[src/rtl/div_pkg.sv]
// Shared encodings and constants for the multi-cycle divider used by the EX stage.
package div_pkg;

  localparam int DivDataW = 32;
  localparam int DivCntW  = 6;

  localparam logic [31:0] ZeroWord = 32'h0000_0000;

  localparam logic DivResultReady    = 1'b1;
  localparam logic DivResultNotReady = 1'b0;
  localparam logic DivStart          = 1'b1;
  localparam logic DivStop           = 1'b0;

  typedef logic [63:0] double_reg_bus_t;

  typedef enum logic [1:0] {
    DivFree   = 2'b00,
    DivByZero = 2'b01,
    DivOn     = 2'b10,
    DivEnd    = 2'b11
  } div_state_e;

endpackage

[src/rtl/div_if.sv]
// Start/ready handshake between EX and the divider, carrying operands and the {rem, quo} result.
interface div_if #(
  parameter int DATA_W = 32
);

  logic                  signed_div_i;
  logic [DATA_W-1:0]     opdata1_i;
  logic [DATA_W-1:0]     opdata2_i;
  logic                  start_i;
  logic                  annul_i;
  logic [2*DATA_W-1:0]   result_o;
  logic                  ready_o;

  modport master (
    output signed_div_i, opdata1_i, opdata2_i, start_i, annul_i,
    input  result_o, ready_o
  );

  modport slave (
    input  signed_div_i, opdata1_i, opdata2_i, start_i, annul_i,
    output result_o, ready_o
  );

endinterface

[src/rtl/div.sv]
// Restoring divider: one quotient bit per cycle on operand magnitudes, then a
// sign fix-up so the quotient truncates toward zero and the remainder follows the dividend.
module div
  import div_pkg::*;
#(
  parameter int DATA_W = DivDataW,
  parameter int CNT_W  = DivCntW
) (
  input  logic clk,
  input  logic rst,
  div_if.slave bus
);

  localparam logic [CNT_W-1:0] LastCnt = CNT_W'(DATA_W);

  div_state_e        state_q;
  logic [CNT_W-1:0]  cnt_q;
  logic [DATA_W-1:0] dividend_q;
  logic [DATA_W-1:0] divisor_q;
  logic [DATA_W-1:0] rem_q;
  logic [DATA_W-1:0] quo_q;
  logic              signedDiv_q;
  logic              sign1_q;
  logic              sign2_q;

  logic [DATA_W:0]   partial_d;
  logic [DATA_W+1:0] trial_d;
  logic              qBit_d;
  logic [DATA_W-1:0] stepRem_d;
  logic [DATA_W-1:0] mag1_d;
  logic [DATA_W-1:0] mag2_d;

  // The quotient bit is 1 only when the trial difference is non-negative and fits back in DATA_W bits.
  always_comb begin
    partial_d = {rem_q, dividend_q[DATA_W-1]};
    trial_d   = {1'b0, partial_d} - {2'b00, divisor_q};
    qBit_d    = (trial_d[DATA_W+1:DATA_W] == 2'b00);
    stepRem_d = qBit_d ? trial_d[DATA_W-1:0] : partial_d[DATA_W-1:0];
    mag1_d    = (bus.signed_div_i && bus.opdata1_i[DATA_W-1]) ? -bus.opdata1_i : bus.opdata1_i;
    mag2_d    = (bus.signed_div_i && bus.opdata2_i[DATA_W-1]) ? -bus.opdata2_i : bus.opdata2_i;
  end

  always_ff @(posedge clk or negedge rst) begin
    if (!rst) begin
      state_q      <= DivFree;
      cnt_q        <= '0;
      dividend_q   <= '0;
      divisor_q    <= '0;
      rem_q        <= '0;
      quo_q        <= '0;
      signedDiv_q  <= 1'b0;
      sign1_q      <= 1'b0;
      sign2_q      <= 1'b0;
      bus.result_o <= '0;
      bus.ready_o  <= DivResultNotReady;
    end else begin
      case (state_q)
        DivFree: begin
          bus.result_o <= '0;
          bus.ready_o  <= DivResultNotReady;
          if (bus.start_i == DivStart && !bus.annul_i) begin
            if (bus.opdata2_i == '0) begin
              state_q <= DivByZero;
            end else begin
              state_q     <= DivOn;
              cnt_q       <= '0;
              dividend_q  <= mag1_d;
              divisor_q   <= mag2_d;
              rem_q       <= '0;
              quo_q       <= '0;
              signedDiv_q <= bus.signed_div_i;
              sign1_q     <= bus.opdata1_i[DATA_W-1];
              sign2_q     <= bus.opdata2_i[DATA_W-1];
            end
          end
        end
        DivByZero: begin
          bus.ready_o <= DivResultNotReady;
          if (bus.annul_i) begin
            state_q <= DivFree;
          end else begin
            rem_q   <= DATA_W'(ZeroWord);
            quo_q   <= DATA_W'(ZeroWord);
            state_q <= DivEnd;
          end
        end
        DivOn: begin
          bus.ready_o <= DivResultNotReady;
          if (bus.annul_i) begin
            state_q <= DivFree;
          end else if (cnt_q != LastCnt) begin
            rem_q      <= stepRem_d;
            quo_q      <= {quo_q[DATA_W-2:0], qBit_d};
            dividend_q <= {dividend_q[DATA_W-2:0], 1'b0};
            cnt_q      <= cnt_q + 1'b1;
          end else begin
            if (signedDiv_q && (sign1_q ^ sign2_q)) quo_q <= -quo_q;
            if (signedDiv_q && sign1_q)             rem_q <= -rem_q;
            state_q <= DivEnd;
          end
        end
        DivEnd: begin
          // Result is held for as long as EX keeps start raised.
          if (bus.annul_i || bus.start_i == DivStop) begin
            state_q      <= DivFree;
            bus.ready_o  <= DivResultNotReady;
            bus.result_o <= '0;
          end else begin
            bus.ready_o  <= DivResultReady;
            bus.result_o <= {rem_q, quo_q};
          end
        end
        default: begin
          state_q     <= DivFree;
          bus.ready_o <= DivResultNotReady;
        end
      endcase
    end
  end

endmodule
[src/flat_wrapper.sv]
// flat-port wrapper written by rule: the top's interface ports become plain ports
module div_flat import div_pkg::*;
#(
  parameter int DATA_W = DivDataW,
  parameter int CNT_W  = DivCntW
)
  (clk, rst, bus_signed_div_i, bus_opdata1_i, bus_opdata2_i, bus_start_i, bus_annul_i, bus_result_o, bus_ready_o);
  div_if #(.DATA_W(DATA_W)) bus_i ();
  input  logic clk;
  input  logic rst;
  input wire logic [$bits(bus_i.signed_div_i)-1:0] bus_signed_div_i;
  input wire logic [$bits(bus_i.opdata1_i)-1:0] bus_opdata1_i;
  input wire logic [$bits(bus_i.opdata2_i)-1:0] bus_opdata2_i;
  input wire logic [$bits(bus_i.start_i)-1:0] bus_start_i;
  input wire logic [$bits(bus_i.annul_i)-1:0] bus_annul_i;
  output wire logic [$bits(bus_i.result_o)-1:0] bus_result_o;
  output wire logic [$bits(bus_i.ready_o)-1:0] bus_ready_o;
  assign bus_i.signed_div_i = bus_signed_div_i;
  assign bus_i.opdata1_i = bus_opdata1_i;
  assign bus_i.opdata2_i = bus_opdata2_i;
  assign bus_i.start_i = bus_start_i;
  assign bus_i.annul_i = bus_annul_i;
  assign bus_result_o = bus_i.result_o;
  assign bus_ready_o = bus_i.ready_o;
  div #(.DATA_W(DATA_W), .CNT_W(CNT_W)) u_core (.clk(clk), .rst(rst), .bus(bus_i));
endmodule
[config.mk]
export PLATFORM = sky130hd
export DESIGN_NAME = div_flat
export DESIGN_NICKNAME = d
export VERILOG_FILES = /design/src/rtl/div_pkg.sv /design/src/rtl/div_if.sv /design/src/rtl/div.sv /design/src/flat_wrapper.sv
export SDC_FILE = /design/constraint.sdc
export NUM_CORES = 1
export LEC_CHECK = 0
export CAP_MARGIN = 0
export CORE_UTILIZATION = 55
export DETAILED_ROUTE_END_ITERATION = 10
export GPL_TIMING_DRIVEN = 0
export PLACE_DENSITY_LB_ADDON = 0.08
export SYNTH_ARGS = -nofsm -noshare
export SYNTH_HDL_FRONTEND = slang
export SYNTH_SLANG_ARGS = --single-unit
[constraint.sdc]
create_clock -name clk -period 11 [get_ports clk]
set_input_delay 3.3 -clock clk [delete_from_list [all_inputs] [get_ports clk]]
set_output_delay 3.3 -clock clk [all_outputs]
set_load 0.01 [all_outputs]
==> flow_summary_export.csv <==
group,metric,value,unit
worst_setup_path,worst_ep_arrival_time,7.13,ns
power,finalPower,3.54,mW
clock_tree,gates_resized_cts_repair,0,
route,drt_first_pass_iters,5,
final_layout,final_layout_size_suffix_gt1_share,4.14,%
floorplanning,rows,56,
synth,synth_cell_types,70,
synth,synth_simple_gate_area_share,22.3,%
worst_hold_path,count_of_cells_along_the_worst_hold_path,2,
sta,fin_hold_ws,0.479,ns
placement,quantity_of_i_o_buffers_inserted_on_ports,133,
clock_tree,post-cts-setup-buffers,0,
global_route,grtUsageTotal,31.5,%
clock_tree,cts_sinks,204,
worst_setup_path,critPathLaunchType,"input port",
clock_tree,worstSkewPairLatency,0.54,ns
synth,synth_fa_ha_area_share,4.08,%
sta,tightest_pin_transition,0.983,ns
route,detailedRoute.firstIterationViolations,1275,
placement,finalWeightedCongestion,0.969,
sta,slew_violations,0,
synth,ys.flop_type,"sky130_fd_sc_hd__dfrtp_1",
sta,skew,0.0294,ns
route,drc_violations,0,
worst_setup_path,critical_path_peak_fanout,10,
run,max_cap_viols,0,
final_layout,fillCellCount,2032,
synth,post_synthesis_net_count,1817,
sta,fmax,148,MHz
clock_tree,cts_hold_buffers_added,0,
final_layout,area.growth.synth_to_final,19.8,%
global_route,grt_pass1_vias,12200,
synth,synth_cells,1705,
clock_tree,cts_made_buffers,24,
sta,finalHoldViolations,0,
synth,synth.avg_cell_area,7.83,um2
clock_tree,cts_buffer_depth,3,
synth,yosysWarnings,0,
route,avgViaCountPerCell,5.98,
floorplanning,chipWidth,158,um
synth,number_of_flops_mapped_to_enable_cells_by_yosys,0,
clock_tree,cts_tree,"done",
worst_setup_path,worstPathBufferInverterCount,4,
synth,post_synth_xor_area_fraction,5.25,%
floorplanning,coreArea,23600,um2
power,powerDensity,222,nW/um2
synth,synth-async-reset-ratio,100,%
global_route,first_pass_grt_wire_length,62500,um
worst_setup_path,worst_path_max_delay_cell,"sky130_fd_sc_hd__or4_1",
synth,synth-compound-area-share,24.6,%
power,ir_worst_vdd,0.147,mV
floorplanning,dieHeight,158,um
placement,dpl-instance-area,15100,um2
global_route,grt_start_max_net_pins,110,
route,ant_nets,0,
worst_setup_path,critPathRequiredTime,11.39,ns
synth,synth.mux.area_fraction,0.890,%
clock_tree,htreeDepth,1,
floorplanning,top_level_ports,134,
global_route,grt-ovfl-total,0,
sta,setup_violations,0,
worst_setup_path,slowest_stage_delay_cp,0.63,ns
clock_tree,clock_slew_seen_by_the_registers_of_the_worst_setup_and_hold_paths,0.06,ns
route,routed-via-count,13200,
floorplanning,area_enclosed_by_the_die_boundary,24900,um2
worst_setup_path,critical_path.endpoint_type,"flop",
power,static-leakage-power,6.85,nW
final_layout,layout.cell_area.non_filler,16000,um2
synth,synth.ff_latch_count,204,
clock_tree,cts_root_buf,"sky130_fd_sc_hd__clkbuf_16",
synth,synth_top_family_by_area,"compound AO/OA/AOI/OAI gates",
worst_setup_path,critical_setup_path_kind,"input port to flop",
sta,period_needed,6.75,ns
worst_setup_path,crit_cells,11,
synth,synth_area,13400,um2
sta,grt_setup_unrepaired,"no",
route,avgRoutedWirePerCell,17.4,um
final_layout,nNetsFinal,1977,
sta,relSlewSlack,33.9,%
global_route,antenna_found_initial,1,
route,routed_wl,38300,um
worst_hold_path,hold_path_class,"flop to flop",
status,status,"completed",
worst_setup_path,crit_path_cell_trace,"clkdlybuf4s50_1 -> or4_1 -> nor4_1 -> nand4_1 -> o21ai_1 -> a21o_1 -> buf_2 -> inv_1 -> nand2_1 -> clkbuf_1 -> o21ai_0",
worst_setup_path,path_delay_family,"simple AND/OR/NAND/NOR gates",
placement,hpwl,28600,um
worst_setup_path,r2r_cells,11,
sta,final_min_period_over_clock_period,61.3,%
floorplanning,floorplan.initialDensity,56.6,%
synth,yosysSeqAreaShare,38.2,%
layout by cell type, fill, tap and decap left out, types with 7 or more instances in the layout:
cell type                         instances
sky130_fd_sc_hd__nor3_1                  63
sky130_fd_sc_hd__or2_2                    9
sky130_fd_sc_hd__and2_1                  11
sky130_fd_sc_hd__a21o_1                  23
sky130_fd_sc_hd__clkbuf_1                90
sky130_fd_sc_hd__xor2_1                  37
sky130_fd_sc_hd__a21oi_1                163
sky130_fd_sc_hd__a22o_1                  12
sky130_fd_sc_hd__mux2i_1                  7
sky130_fd_sc_hd__nand2b_1                 8
sky130_fd_sc_hd__and3_1                  11
sky130_fd_sc_hd__nand3_1                 25
sky130_fd_sc_hd__a22oi_1                 16
sky130_fd_sc_hd__o21a_1                   9
sky130_fd_sc_hd__inv_1                   60
sky130_fd_sc_hd__a211oi_1                11
sky130_fd_sc_hd__dfrtp_1                204
sky130_fd_sc_hd__nor2_1                 147
sky130_fd_sc_hd__buf_2                    9
sky130_fd_sc_hd__ha_1                    42
sky130_fd_sc_hd__xnor2_1                 43
sky130_fd_sc_hd__nand2_1                278
sky130_fd_sc_hd__o31ai_1                 30
sky130_fd_sc_hd__nor3b_1                  8
sky130_fd_sc_hd__o21ai_0                207
sky130_fd_sc_hd__nand4_1                 14
sky130_fd_sc_hd__a31oi_1                 15
sky130_fd_sc_hd__clkbuf_16               24
sky130_fd_sc_hd__clkdlybuf4s50_1        132
sky130_fd_sc_hd__nor4_1                  18
sky130_fd_sc_hd__nor2b_1                 10
sky130_fd_sc_hd__or3_1                   20
sky130_fd_sc_hd__o22ai_1                  7
sky130_fd_sc_hd__o211ai_1                10
sky130_fd_sc_hd__or4_1                    8
stage by stage:
step / setup WS (ns) / util, % / setup TNS, ns / cells
after global routing: 4.04 / 67.8 / 0 / 2202
after floorplan: 5.30 / - / 0 / 1705
after CTS: 4.34 / 67.7 / 0 / 2201
after global placement: -1.80 / 63.9 / -362.31 / 2157
final: 4.25 / 67.8 / 0 / 2202
after detailed placement: 3.82 / 64.0 / 0 / 2158
worst min-delay path, cell delays in order, from the launching register on:
cell and delay (ns):
sky130_fd_sc_hd__dfrtp_1 0.34, sky130_fd_sc_hd__nand2_1 0.05, sky130_fd_sc_hd__o21ai_0 0.06
cells in the mapped netlist (all sizes together) (15+ instances only):
cell | count | area (um2)
a21o | 23 | 173
a21oi | 163 | 816
a22oi | 16 | 120
a31oi | 15 | 93.8
buf | 15 | 67.6
clkbuf | 89 | 335
dfrtp | 204 | 5100
ha | 42 | 526
inv | 60 | 225
nand2 | 278 | 1040
nand3 | 25 | 125
nor2 | 148 | 558
nor3 | 64 | 325
nor4 | 19 | 125
o21ai | 211 | 1060
o31ai | 30 | 225
or3 | 23 | 159
xnor2 | 43 | 377
xor2 | 37 | 324
logic make-up (layout without fill, tap and decap cells):
group | after synthesis | after routing
other | 0 | 1
DFF | 204 | 204
xor gates and xnor gates | 80 | 80
and+or+nand+nor | 651 | 651
AOI/OAI and AO/OA | 552 | 552
buffers and inverters | 164 | 341
muxes | 11 | 11
adders and majority gates | 43 | 43
power breakdown:
part           leakage, nW  switching (mW)  internal, mW
combinational         3.73            1.09         0.547
clock                0.421           0.324         0.545
sequential            2.71           0.135         0.900
total                 6.85            1.55          1.99
flip-flops by register name, summed over array words and instances (netlist names):
signal,cells
u_core.rem_q,32
u_core.cnt_q,6
u_core.state_q,2
u_core.quo_q,32
u_core.dividend_q,32
u_core.sign1_q,1
u_core.divisor_q,32
u_core.bus.result_o,64
u_core.bus.ready_o,1
u_core.sign2_q,1
u_core.signedDiv_q,1
path summary, 6_finish.rpt:
| kind | startpoint | end | slack (ns) |
|---|---|---|---|
| max | bus_opdata2_i[17] | u_core.quo_q[10]$_DFFE_PN0P_ | 4.25 |
| min in group asynchronous | rst | u_core.bus.result_o[24]$_DFFE_PN0P_ | 2.77 |
| max reg2reg | u_core.rem_q[18]$_DFFE_PN0P_ | u_core.rem_q[25]$_DFFE_PN0P_ | 6.54 |
| max in group asynchronous | rst | u_core.divisor_q[20]$_DFFE_PN0P_ | 7.22 |
| min reg2reg | u_core.dividend_q[5]$_DFFE_PN0P_ | u_core.dividend_q[5]$_DFFE_PN0P_ | 0.48 |
| min | u_core.dividend_q[5]$_DFFE_PN0P_ | u_core.dividend_q[5]$_DFFE_PN0P_ | 0.48 |
area by class of cell:
class	count	area, um2	share of cell area (%)
diodes	1	2.50	0.0156
inverters	60	225	1.41
flip-flops and latches	204	5100	31.9
repair buffers	134	1360	8.52
clock buffers	30	663	4.14
multi-input cells	1337	7620	47.7
well taps	319	399	2.49
plain buffers	104	403	2.52
clock inverters	13	213	1.33
metal layers:
metal	track usage, %	vias to the layer above	routed length [um]
met4	8.78	0	1010
met1	46.0	6185	17800
met5	0	-	0
li1	-	6371	-
met2	48.6	525	16500
met3	4.27	82	3020
(Power assumes the default switching activity.)
